File: src/rtl/ef_i2c_seq_pkg.sv
// ---------------------------------------------------------------------------
// ef_i2c_seq_pkg
// Shared types for the I2C register-access sequencer: sequencer state
// encoding, response error codes and the minimum WAIT dwell.
// ---------------------------------------------------------------------------
package ef_i2c_seq_pkg;

    typedef enum logic [2:0] {
        IDLE  = 3'd0,
        CMD1  = 3'd1,
        DREG  = 3'd2,
        DVAL  = 3'd3,
        CMD2  = 3'd4,
        RDATA = 3'd5,
        WAIT  = 3'd6,
        DONE  = 3'd7
    } seq_state_e;

    typedef enum logic [1:0] {
        ERR_OK   = 2'b00,
        ERR_NACK = 2'b01,
        ERR_TMO  = 2'b10
    } seq_err_e;

    // The master's busy flag can lag the last stream beat, so WAIT ignores
    // it for this many cycles after entry.
    localparam int WAIT_MIN_CYC = 2;

endpackage

File: src/rtl/ef_rr_arbiter.sv
// ---------------------------------------------------------------------------
// ef_rr_arbiter
// Combinational round-robin grant. Searches for the first set request bit
// starting one position above rr_ptr_i and wrapping around.
//   req_i    : request vector
//   rr_ptr_i : index of the previous winner
//   grant_o  : one-hot grant, all zero when no request is pending
// ---------------------------------------------------------------------------
module ef_rr_arbiter #(
    parameter  int NUM_REQ = 2,
    localparam int PTR_W   = $clog2(NUM_REQ)
) (
    input  logic [NUM_REQ-1:0] req_i,
    input  logic [PTR_W-1:0]   rr_ptr_i,
    output logic [NUM_REQ-1:0] grant_o
);

    logic [NUM_REQ-1:0] hi_mask;
    logic [NUM_REQ-1:0] req_hi;
    logic [NUM_REQ-1:0] pick;

    // Requests above the pointer win first; if none, fall back to the full
    // vector (wrap-around). Lowest set bit of the chosen vector is the grant.
    always_comb begin
        hi_mask = '0;
        for (int k = 0; k < NUM_REQ; k++) begin
            hi_mask[k] = (PTR_W'(k) > rr_ptr_i);
        end
        req_hi  = req_i & hi_mask;
        pick    = (req_hi != '0) ? req_hi : req_i;
        grant_o = pick & (~pick + NUM_REQ'(1));
    end

endmodule

File: src/rtl/ef_i2c_reg_seq.sv
// ---------------------------------------------------------------------------
// ef_i2c_reg_seq
// Arbitrates single-byte register read/write requests from NUM_REQ clients
// and expands each into the I2C master's command / write-stream / read-stream
// sequence, then returns read data and error status to the requester.
//
// Ports
//   clk, rst_n                 : clock, async active-low reset
//   req_valid/we/dev_addr/
//   reg_addr/wdata             : per-requester request (packed vectors)
//   resp_valid/rdata/err       : one-hot completion pulse, read data, status
//   cmd_*                      : command stream to the I2C master
//   wr_*                       : write-data stream to the I2C master
//   rd_*                       : read-data stream from the I2C master
//   i2c_busy, i2c_missed_ack   : master status
//   seq_busy                   : sequencer not idle
//
// State      | meaning
// -----------+----------------------------------------------------------
// IDLE       | waiting for a request; arbitrate and latch on exit
// CMD1       | start + address; write_multiple+stop (wr) or write (rd)
// DREG       | register address byte
// DVAL       | write data byte (writes only)
// CMD2       | repeated start + read + stop (reads only)
// RDATA      | accept the read byte
// WAIT       | wait for the master to go idle (min dwell first)
// DONE       | one-cycle response pulse to the granted requester
// ---------------------------------------------------------------------------
module ef_i2c_reg_seq
    import ef_i2c_seq_pkg::*;
#(
    parameter int NUM_REQ   = 2,
    parameter int TIMEOUT_W = 16
) (
    input  logic                   clk,
    input  logic                   rst_n,

    input  logic [NUM_REQ-1:0]     req_valid,
    input  logic [NUM_REQ-1:0]     req_we,
    input  logic [7*NUM_REQ-1:0]   req_dev_addr,
    input  logic [8*NUM_REQ-1:0]   req_reg_addr,
    input  logic [8*NUM_REQ-1:0]   req_wdata,

    output logic [NUM_REQ-1:0]     resp_valid,
    output logic [7:0]             resp_rdata,
    output logic [1:0]             resp_err,

    output logic [6:0]             cmd_address,
    output logic                   cmd_start,
    output logic                   cmd_read,
    output logic                   cmd_write,
    output logic                   cmd_write_multiple,
    output logic                   cmd_stop,
    output logic                   cmd_valid,
    input  logic                   cmd_ready,

    output logic [7:0]             wr_tdata,
    output logic                   wr_tvalid,
    output logic                   wr_tlast,
    input  logic                   wr_tready,

    input  logic [7:0]             rd_tdata,
    input  logic                   rd_tvalid,
    output logic                   rd_tready,

    input  logic                   i2c_busy,
    input  logic                   i2c_missed_ack,

    output logic                   seq_busy
);

    localparam int PTR_W = $clog2(NUM_REQ);
    localparam logic [TIMEOUT_W-1:0] TMO_MAX = '1;

    seq_state_e           state_q, state_d;
    logic [NUM_REQ-1:0]   grant_q, grant_d;
    logic [PTR_W-1:0]     rr_ptr_q, rr_ptr_d;
    logic                 we_q, we_d;
    logic [6:0]           dev_q, dev_d;
    logic [7:0]           reg_q, reg_d;
    logic [7:0]           wdata_q, wdata_d;
    logic [7:0]           rdcap_q, rdcap_d;
    logic [7:0]           rdata_q, rdata_d;
    logic [1:0]           err_q, err_d;
    logic [TIMEOUT_W-1:0] tmo_cnt_q, tmo_cnt_d;

    logic [NUM_REQ-1:0]   arb_grant;
    logic [PTR_W-1:0]     arb_idx;
    logic                 sel_we;
    logic [6:0]           sel_dev;
    logic [7:0]           sel_reg;
    logic [7:0]           sel_wdata;
    logic                 tmo_fire;
    logic                 start_txn;

    ef_rr_arbiter #(
        .NUM_REQ (NUM_REQ)
    ) u_arb (
        .req_i    (req_valid),
        .rr_ptr_i (rr_ptr_q),
        .grant_o  (arb_grant)
    );

    // Encode the winner and pick its request fields.
    always_comb begin
        arb_idx   = '0;
        sel_we    = 1'b0;
        sel_dev   = '0;
        sel_reg   = '0;
        sel_wdata = '0;
        for (int k = 0; k < NUM_REQ; k++) begin
            if (arb_grant[k]) begin
                arb_idx   = PTR_W'(k);
                sel_we    = req_we[k];
                sel_dev   = req_dev_addr[k*7 +: 7];
                sel_reg   = req_reg_addr[k*8 +: 8];
                sel_wdata = req_wdata[k*8 +: 8];
            end
        end
    end

    assign start_txn = (state_q == IDLE) && (|req_valid);

    // Fires on the edge where the watchdog would reach all-ones; it takes
    // priority over any handshake in the same cycle.
    assign tmo_fire = (state_q != IDLE) && (state_q != DONE) &&
                      ((tmo_cnt_q + TIMEOUT_W'(1)) == TMO_MAX);

    // ---------------- state register ----------------
    always_ff @(posedge clk or negedge rst_n) begin
        if (!rst_n) begin
            state_q <= IDLE;
        end else begin
            state_q <= state_d;
        end
    end

    // ---------------- next-state logic ----------------
    always_comb begin
        state_d = state_q;
        case (state_q)
            IDLE:    if (|req_valid) state_d = CMD1;
            CMD1:    if (cmd_ready)  state_d = DREG;
            DREG:    if (wr_tready)  state_d = we_q ? DVAL : CMD2;
            DVAL:    if (wr_tready)  state_d = WAIT;
            CMD2:    if (cmd_ready)  state_d = RDATA;
            RDATA:   if (rd_tvalid)  state_d = WAIT;
            WAIT:    if ((tmo_cnt_q >= TIMEOUT_W'(WAIT_MIN_CYC)) && !i2c_busy)
                         state_d = DONE;
            DONE:    state_d = IDLE;
            default: state_d = IDLE;
        endcase
        if (tmo_fire) begin
            state_d = DONE;
        end
    end

    // ---------------- output logic ----------------
    // Every output is decoded from registered state and latched fields only.
    always_comb begin
        cmd_address        = '0;
        cmd_start          = 1'b0;
        cmd_read           = 1'b0;
        cmd_write          = 1'b0;
        cmd_write_multiple = 1'b0;
        cmd_stop           = 1'b0;
        cmd_valid          = 1'b0;
        wr_tdata           = '0;
        wr_tvalid          = 1'b0;
        wr_tlast           = 1'b0;
        rd_tready          = 1'b0;
        resp_valid         = '0;
        resp_err           = '0;
        case (state_q)
            CMD1: begin
                cmd_valid          = 1'b1;
                cmd_address        = dev_q;
                cmd_start          = 1'b1;
                cmd_write_multiple = we_q;
                cmd_write          = ~we_q;
                cmd_stop           = we_q;
            end
            DREG: begin
                wr_tvalid = 1'b1;
                wr_tdata  = reg_q;
                wr_tlast  = ~we_q;
            end
            DVAL: begin
                wr_tvalid = 1'b1;
                wr_tdata  = wdata_q;
                wr_tlast  = 1'b1;
            end
            CMD2: begin
                cmd_valid   = 1'b1;
                cmd_address = dev_q;
                cmd_start   = 1'b1;
                cmd_read    = 1'b1;
                cmd_stop    = 1'b1;
            end
            RDATA: begin
                rd_tready = 1'b1;
            end
            DONE: begin
                resp_valid = grant_q;
                resp_err   = err_q;
            end
            default: ;
        endcase
    end

    assign resp_rdata = rdata_q;
    assign seq_busy   = (state_q != IDLE);

    // ---------------- datapath ----------------
    always_comb begin
        grant_d   = grant_q;
        rr_ptr_d  = rr_ptr_q;
        we_d      = we_q;
        dev_d     = dev_q;
        reg_d     = reg_q;
        wdata_d   = wdata_q;
        rdcap_d   = rdcap_q;
        rdata_d   = rdata_q;
        err_d     = err_q;

        if (start_txn) begin
            grant_d  = arb_grant;
            rr_ptr_d = arb_idx;
            we_d     = sel_we;
            dev_d    = sel_dev;
            reg_d    = sel_reg;
            wdata_d  = sel_wdata;
            rdcap_d  = '0;
            err_d    = ERR_OK;
        end

        // Missed ACK is only recorded; the master finishes the bus sequence
        // on its own, so the stream sequence carries on unchanged.
        if (state_q != IDLE) begin
            if (tmo_fire) begin
                err_d = ERR_TMO;
            end else if (i2c_missed_ack && (err_q != ERR_TMO)) begin
                err_d = ERR_NACK;
            end
        end

        if ((state_q == RDATA) && rd_tvalid) begin
            rdcap_d = rd_tdata;
        end

        // Response data is loaded on DONE entry and held until the next DONE.
        if ((state_d == DONE) && (state_q != DONE)) begin
            rdata_d = we_q ? 8'h00 : rdcap_q;
        end

        if ((state_d != state_q) || (state_q == IDLE)) begin
            tmo_cnt_d = '0;
        end else begin
            tmo_cnt_d = tmo_cnt_q + TIMEOUT_W'(1);
        end
    end

    always_ff @(posedge clk or negedge rst_n) begin
        if (!rst_n) begin
            grant_q   <= '0;
            rr_ptr_q  <= PTR_W'(NUM_REQ - 1);
            we_q      <= 1'b0;
            dev_q     <= '0;
            reg_q     <= '0;
            wdata_q   <= '0;
            rdcap_q   <= '0;
            rdata_q   <= '0;
            err_q     <= ERR_OK;
            tmo_cnt_q <= '0;
        end else begin
            grant_q   <= grant_d;
            rr_ptr_q  <= rr_ptr_d;
            we_q      <= we_d;
            dev_q     <= dev_d;
            reg_q     <= reg_d;
            wdata_q   <= wdata_d;
            rdcap_q   <= rdcap_d;
            rdata_q   <= rdata_d;
            err_q     <= err_d;
            tmo_cnt_q <= tmo_cnt_d;
        end
    end

endmodule

File: config.mk
export PLATFORM = sky130hd
export DESIGN_NAME = ef_i2c_reg_seq
export DESIGN_NICKNAME = d
export VERILOG_FILES = /design/src/rtl/ef_i2c_seq_pkg.sv /design/src/rtl/ef_rr_arbiter.sv /design/src/rtl/ef_i2c_reg_seq.sv
export SDC_FILE = /design/constraint.sdc
export NUM_CORES = 1
export LEC_CHECK = 0
export CORE_MARGIN = 3
export CORE_UTILIZATION = 30
export DETAILED_ROUTE_END_ITERATION = 10
export REMOVE_ABC_BUFFERS = 1
export SLEW_MARGIN = 20
export SYNTH_ARGS = -nofsm -noshare
export SYNTH_HDL_FRONTEND = slang
export SYNTH_SLANG_ARGS = --single-unit
export TNS_END_PERCENT = 20
File: constraint.sdc
create_clock -name clk -period 3.2 [get_ports clk]
set_input_delay 0.48 -clock clk [delete_from_list [all_inputs] [get_ports clk]]
set_output_delay 0.48 -clock clk [all_outputs]
set_load 0.01 [all_outputs]
# ---- Word-level counts from Yosys, hierarchy flattened
# Index checks and enable logic that the tools add are counted.
dict set report word_totals {
  regBits 64
  inputBits 65
  out_inout_bits 37
  elab_cells 88
}
dict set report classes {
  add_sub_neg 2
  order_cmp 3
  n_eq_ne 12
  mux 40
  bitwise 4
  n_reduce_logical 16
}
# cell n
set ops {}
lappend ops {{2-to-1 mux 8 bit} 7}
lappend ops {{2-to-1 mux 3 bit} 9}
lappend ops {{case mux 3 bit (8 select lines)} 1}
lappend ops {{2-to-1 mux 7 bit} 3}
lappend ops {{adder 16 x 1 -> 16 bit (second input constant)} 1}
lappend ops {{equality test 16 bit (second input constant)} 1}
lappend ops {{>= comparator 16 x 2 -> 1 bit (second input constant)} 1}
lappend ops {{2-to-1 mux 16 bit} 1}
lappend ops {{case mux 8 bit (2 select lines)} 1}
lappend ops {{equality test 3 bit (second input constant)} 5}
lappend ops {{2-to-1 mux 2 bit} 7}
lappend ops {{2-to-1 mux 1 bit} 9}
lappend ops {{logical AND 1 bit} 7}
lappend ops {{equality test 3 x 2 -> 1 bit (second input constant)} 2}
lappend ops {{OR reduction 2 bit} 3}
lappend ops {{AND 2 bit} 2}
lappend ops {{case mux 1 bit (2 select lines)} 2}
lappend ops {{nonzero test 2 bit} 2}
lappend ops {{equality test 3 x 1 -> 1 bit (second input constant)} 1}
lappend ops {{logical NOT 3 bit} 1}
lappend ops {{inequality test 3 bit} 1}
lappend ops {{inequality test 3 bit (second input constant)} 1}
lappend ops {{nonzero test 3 bit} 1}
lappend ops {{adder 2 x 1 -> 2 bit (second input constant)} 1}
lappend ops {{6 further kinds} 7}

# ---- Longest topological paths before layout
dict set report depth {
  word_depth 9
  mapped_depth 9
  ltp_nobuf 8
}

# ---- By module
# Synthesis repeated with hierarchy kept, for this count alone.
dict set report hier_totals {
  cells_unflattened 391
  hier_area_um2 3520.9
}
# module n_inst cells_per_inst area_each_um2 seq_area_each_um2
set modules_own_cells {}
lappend modules_own_cells {ef_i2c_reg_seq 1 388 3502.1 1602.8}
lappend modules_own_cells {ef_rr_arbiter 1 3 18.8 0.0}

# ---- Least setup slack after synthesis
# No wires, ideal clock.
dict set report synth_path {
  path_type {flip-flop to flip-flop}
  start {register tmo_cnt_q[0]}
  end {register rdata_q[0] (netlist: resp_rdata[0])}
  arrival_ps 2121
  required_ps 3075
  setup_slack_ps 954
  path_stages_with_launch 9
  synth_period_minus_slack_ps 2246
  cell_sequence {dfrtp_1 ha_1 and4_1 buf_4 xnor2_1 o22ai_1 o2111ai_2 o21ai_2 mux2_2}
}
dict set report synth_between {
  elab_chain_len 7
  word_cells_on_any_way 10
  cone_classes {1 x add/sub; 1 x order compare; 2 x eq/ne; 3 x mux; 3 x reduce/logical}
}
# element line
set synth_rtl {}
lappend synth_rtl {{from (decl)} ef_i2c_reg_seq.sv:85} ;# logic [TIMEOUT_W-1:0] tmo_cnt_q, tmo_cnt_d;
lappend synth_rtl {{from (signal assigned)} ef_i2c_reg_seq.sv:285} ;# tmo_cnt_q <= tmo_cnt_d;
lappend synth_rtl {{>= comparator 16 x 2 -> 1 bit} ef_i2c_reg_seq.sv:148} ;# WAIT: if ((tmo_cnt_q >= TIMEOUT_W'(WAIT_MIN_CYC)) && !i2c_busy)
lappend synth_rtl {{logical AND 1 bit} ef_i2c_reg_seq.sv:148}
lappend synth_rtl {{2-to-1 mux 3 bit} ef_i2c_reg_seq.sv:148}
lappend synth_rtl {{case mux 3 bit (8 select lines)} ef_i2c_reg_seq.sv:141} ;# case (state_q)
lappend synth_rtl {{2-to-1 mux 3 bit *} ef_i2c_reg_seq.sv:153} ;# if (tmo_fire) begin
lappend synth_rtl {{equality test 3 bit *} ef_i2c_reg_seq.sv:252} ;# if ((state_d == DONE) && (state_q != DONE)) begin
lappend synth_rtl {{logical AND 1 bit *} ef_i2c_reg_seq.sv:252}
lappend synth_rtl {{to (signal assigned)} ef_i2c_reg_seq.sv:283} ;# rdata_q <= rdata_d;
lappend synth_rtl {{to (decl)} ef_i2c_reg_seq.sv:83} ;# logic [7:0] rdata_q, rdata_d;
# Every way passes the cells marked *; elsewhere a longest branch is shown, timed or not.
# A chain may end at the register's enable or synchronous reset.

# ---- Worst setup path after layout
dict set report layout_path {
  start {register state_q[0]}
  end {output port cmd_address[2]}
}
dict set report layout_between {
  elab_chain_len 3
  word_cells_on_any_way 4
  cone_classes {2 x eq/ne; 1 x mux; 1 x reduce/logical}
}
# element line
set layout_rtl {}
lappend layout_rtl {{from (decl)} ef_i2c_reg_seq.sv:75} ;# seq_state_e state_q, state_d;
lappend layout_rtl {{from (signal assigned)} ef_i2c_reg_seq.sv:134} ;# state_q <= state_d;
lappend layout_rtl {{equality test 3 bit / equality test 3 x 1 -> 1 bit (equally long branches)} ef_i2c_reg_seq.sv:174} ;# case (state_q)
lappend layout_rtl {{OR reduction 2 bit (no source line) *} --}
lappend layout_rtl {{2-to-1 mux 7 bit *} ef_i2c_reg_seq.sv:174}
lappend layout_rtl {{to (decl)} ef_i2c_reg_seq.sv:48} ;# output logic [6:0] cmd_address,
# Marks and branches as above.

==> summary.md <==
| Metric | Value |
|---|---|
| Static Leak | `2.15 nW` |
| I/O pin count | `102` |
| Die X | `116 um` |
| First-pass iteration count of the detailed router | `4` |
| Synthesized flop and latch total | `64` |
| Vias | `3059` |
| Post-Place Worst Slack | `0.427 ns` |
| First-pass GRT wire length | `14700 um` |
| Yosys Warn Count | `0` |
| Run status | `complete, no violations` |
| Arr. time, crit path | `2.35 ns` |
| Most frequent cells in the layout | `clkdlybuf4s50_1 (100), dfrtp_1 (63), nand2_1 (53)` |
| Final wirelength | `9090 um` |
| Antenna diodes | `0` |
| Syn_area_per_cell | `9.52 sq um` |
| Overflow after GRT | `0` |
| CP Launch Type | `flop` |
| Inserted Clock Buffers | `9` |
| Post-synth cell types | `45` |
| Highest Clock Rate | `353 MHz` |
| CTS Hold Bufs | `0` |
| DR iter-0 viols | `127` |
| H-tree Lvls | `3` |
| ANT nets after route | `0` |
| Die area | `13300 sq um` |
| Flop2flop setup slack | `0.55 ns` |
| Routability congestion estimate | `0.895` |
| Initial Util | `31.1%` |
| Vias in the first global route | `3037` |
| Hold slack | `0.345 ns` |
| WL/cell | `14.7 um` |
| Setup ws final | `0.370 ns` |
| Reg-to-Reg Start | `state_q[0]` |
| Post-layout min period | `2.83 ns` |
| Total core area | `11600 sq um` |
| Met1 wire length | `3880 um` |
| Syn-to-layout area delta | `41.5%` |
| R2R depth | `6` |
| TritonCTS clock tree | `yes` |
| Post-synth EDFFs | `0` |
| Final hold vios | `0` |
| Seq/Total Area, Yosys | `44.6%` |
| Remaining DRCs | `0` |
| Crit path capture type | `primary output` |
| Metal2 WL | `4370 um` |
| Initial antenna violation count | `0` |
| Fin crit share | `88.5%` |
| HPWL after DPL | `6590 um` |
| Hold crit path type | `primary input to asynchronous set/reset pin` |
| Worst Setup Path Type | `flop to primary output` |
| Clock root buffer | `clkbuf_16` |
| Setup violators final | `0` |
| Crit-path max FO | `18` |
| Met3 WL | `676 um` |
| Ys flop type | `dfrtp_1` |
| Die height | `116 um` |
| Top Layer Used | `met4` |
| Ratio of cells with drive above 1 in the final layout | `11.1%` |
| Final net count | `538` |
| Clock Pin Slew Worst Setup and Hold Paths | `0.05 ns` |
| Pin count of the biggest net entering global routing | `65` |
| PD cells | `806 nW/um^2` |
| Num rows | `39` |
| Via-per-instance ratio | `4.94` |
| Final Skew | `0.00860 ns` |
| Reg-to-Reg End | `resp_rdata[2]` |
| Slew headroom | `45.4%` |
| Total track usage | `13.8%` |
| # port buffers | `101` |
| Post-CTS sizing | `0` |
| Maximum buffer depth of the clock tree | `2` |
| Cell Area, Synth | `3600 sq um` |
| Clock Sinks | `64` |
| Slew @ Worst Pin | `0.820 ns` |
| Final Util | `44.0%` |
| Max-slew violations | `0` |
| Data required time of the worst path | `2.72 ns` |
| Leading cell type in the layout, fill and taps excluded | `clkdlybuf4s50_1` |
| Max Cap Violations | `0` |
| Mapped Cells | `378` |
| Clk Latency, worst-skew pair | `0.33 ns` |
| Max VDD drop | `282 uV` |
| Async SR Flop Fraction | `100%` |
| Post-CTS Setup Bufs | `0` |
| RSZ-0062 raised after global routing | `false` |
-- flip-flops by register name, indices dropped and copies added, names as in the netlist --
| register | flops |
|---|---|
| we_q | 1 |
| grant_q | 2 |
| rr_ptr_q | 1 |
| wdata_q | 8 |
| reg_q | 8 |
| rdcap_q | 8 |
| resp_rdata | 8 |
| state_q | 3 |
| err_q | 2 |
| dev_q | 7 |
| tmo_cnt_q | 16 |
-- critical path, cell delays in order (launching register included) --
cell and delay (ns):
dfrtp_1 0.74, xnor2_1 0.15, nor2_1 0.40, and2_1 0.19, clkdlybuf4s50_1 0.54
-- worst max path at each step --
stage	start	endpoint	slack, ns	depth (start not counted)
final	state_q[0]	cmd_address[2]	0.37	4
after global routing	state_q[0]	cmd_address[3]	0.17	4
after CTS	state_q[0]	cmd_address[2]	0.34	4
after detailed placement	tmo_cnt_q[1]	tmo_cnt_q[14]	0.43	7
after global placement	tmo_cnt_q[1]	tmo_cnt_q[10]	0.53	7
after floorplan	req_valid[1]	dev_q[0]	-0.52	4
-- cell usage after synthesis (2+ instances only) --
master    instances  area, sq um
and2_1           15         93.8
or2_2             3         18.8
nand3_1           9         45.0
nand2b_1          7         43.8
nor4_2            5         62.6
nor4b_1           2         17.5
and4_1            2         17.5
mux2_2           10          113
nor2b_1           9         56.3
xnor2_1           6         52.6
nor3_1            5         25.0
a21oi_1           2         10.0
buf_1             3         11.3
buf_4             3         22.5
and3_1            5         31.3
o31a_1            2         17.5
o21ai_0          41          205
buf_2             6         30.0
nand2_1          53          199
nor3_2            3         30.0
nor2_1           18         67.6
ha_1              2         25.0
nor3b_1           4         30.0
xor2_1            9         78.8
clkbuf_1         12         45.0
o21ai_1           3         15.0
nand4_1           7         43.8
o22ai_1           3         18.8
mux2i_1          32          320
nor4_1           14         87.6
dfrtp_1          63         1580
inv_1             6         22.5
o21a_1            2         15.0
-- area by class of cell --
type,count,area [sq um]
Fill cell,1115,6470
Multi-Input combinational cell,283,1880
Sequential cell,64,1600
Timing Repair Buffer,107,1060
Clock buffer,12,267
Tap cell,143,179
Clock inverter,4,75.1
Inverter,6,22.5
-- cells by family after synthesis --
kind of cell,Yosys count,share of synthesized area (%)
buffers and inverters,31,3.97
multiplexers,42,12.0
adder cells (fa/ha/maj),2,0.696
flip-flops,64,44.6
AO/OA/AOI/OAI,60,9.84
AND/OR/NAND/NOR,164,25.3
XOR/XNOR,15,3.65
-- routing by layer --
metal / GRT usage [%] / vias up
li1: - / 1509
met1: 17.2 / 1428
met2: 22.6 / 108
met3: 3.86 / 14
met4: 5.48 / 0
met5: 0 / -
-- power by group --
part	leakage [nW]	switching, mW	internal [mW]
registers	0.830	0.253	1.11
clock network	0.161	0.349	0.745
logic	1.16	0.818	0.831
-- stage by stage --
stage	cell area, sq um	cells	TNS [ns]	total power [mW]
6_report	5090	619	0	4.10
5_1_grt	5090	619	0	4.39
4_1_cts	5080	619	0	4.17
3_5_place_dp	4740	603	0	3.06
3_3_place_gp	4740	603	0	3.01
2_1_floorplan	3480	353	-13.50	2.25
(Power assumes the default switching activity.)
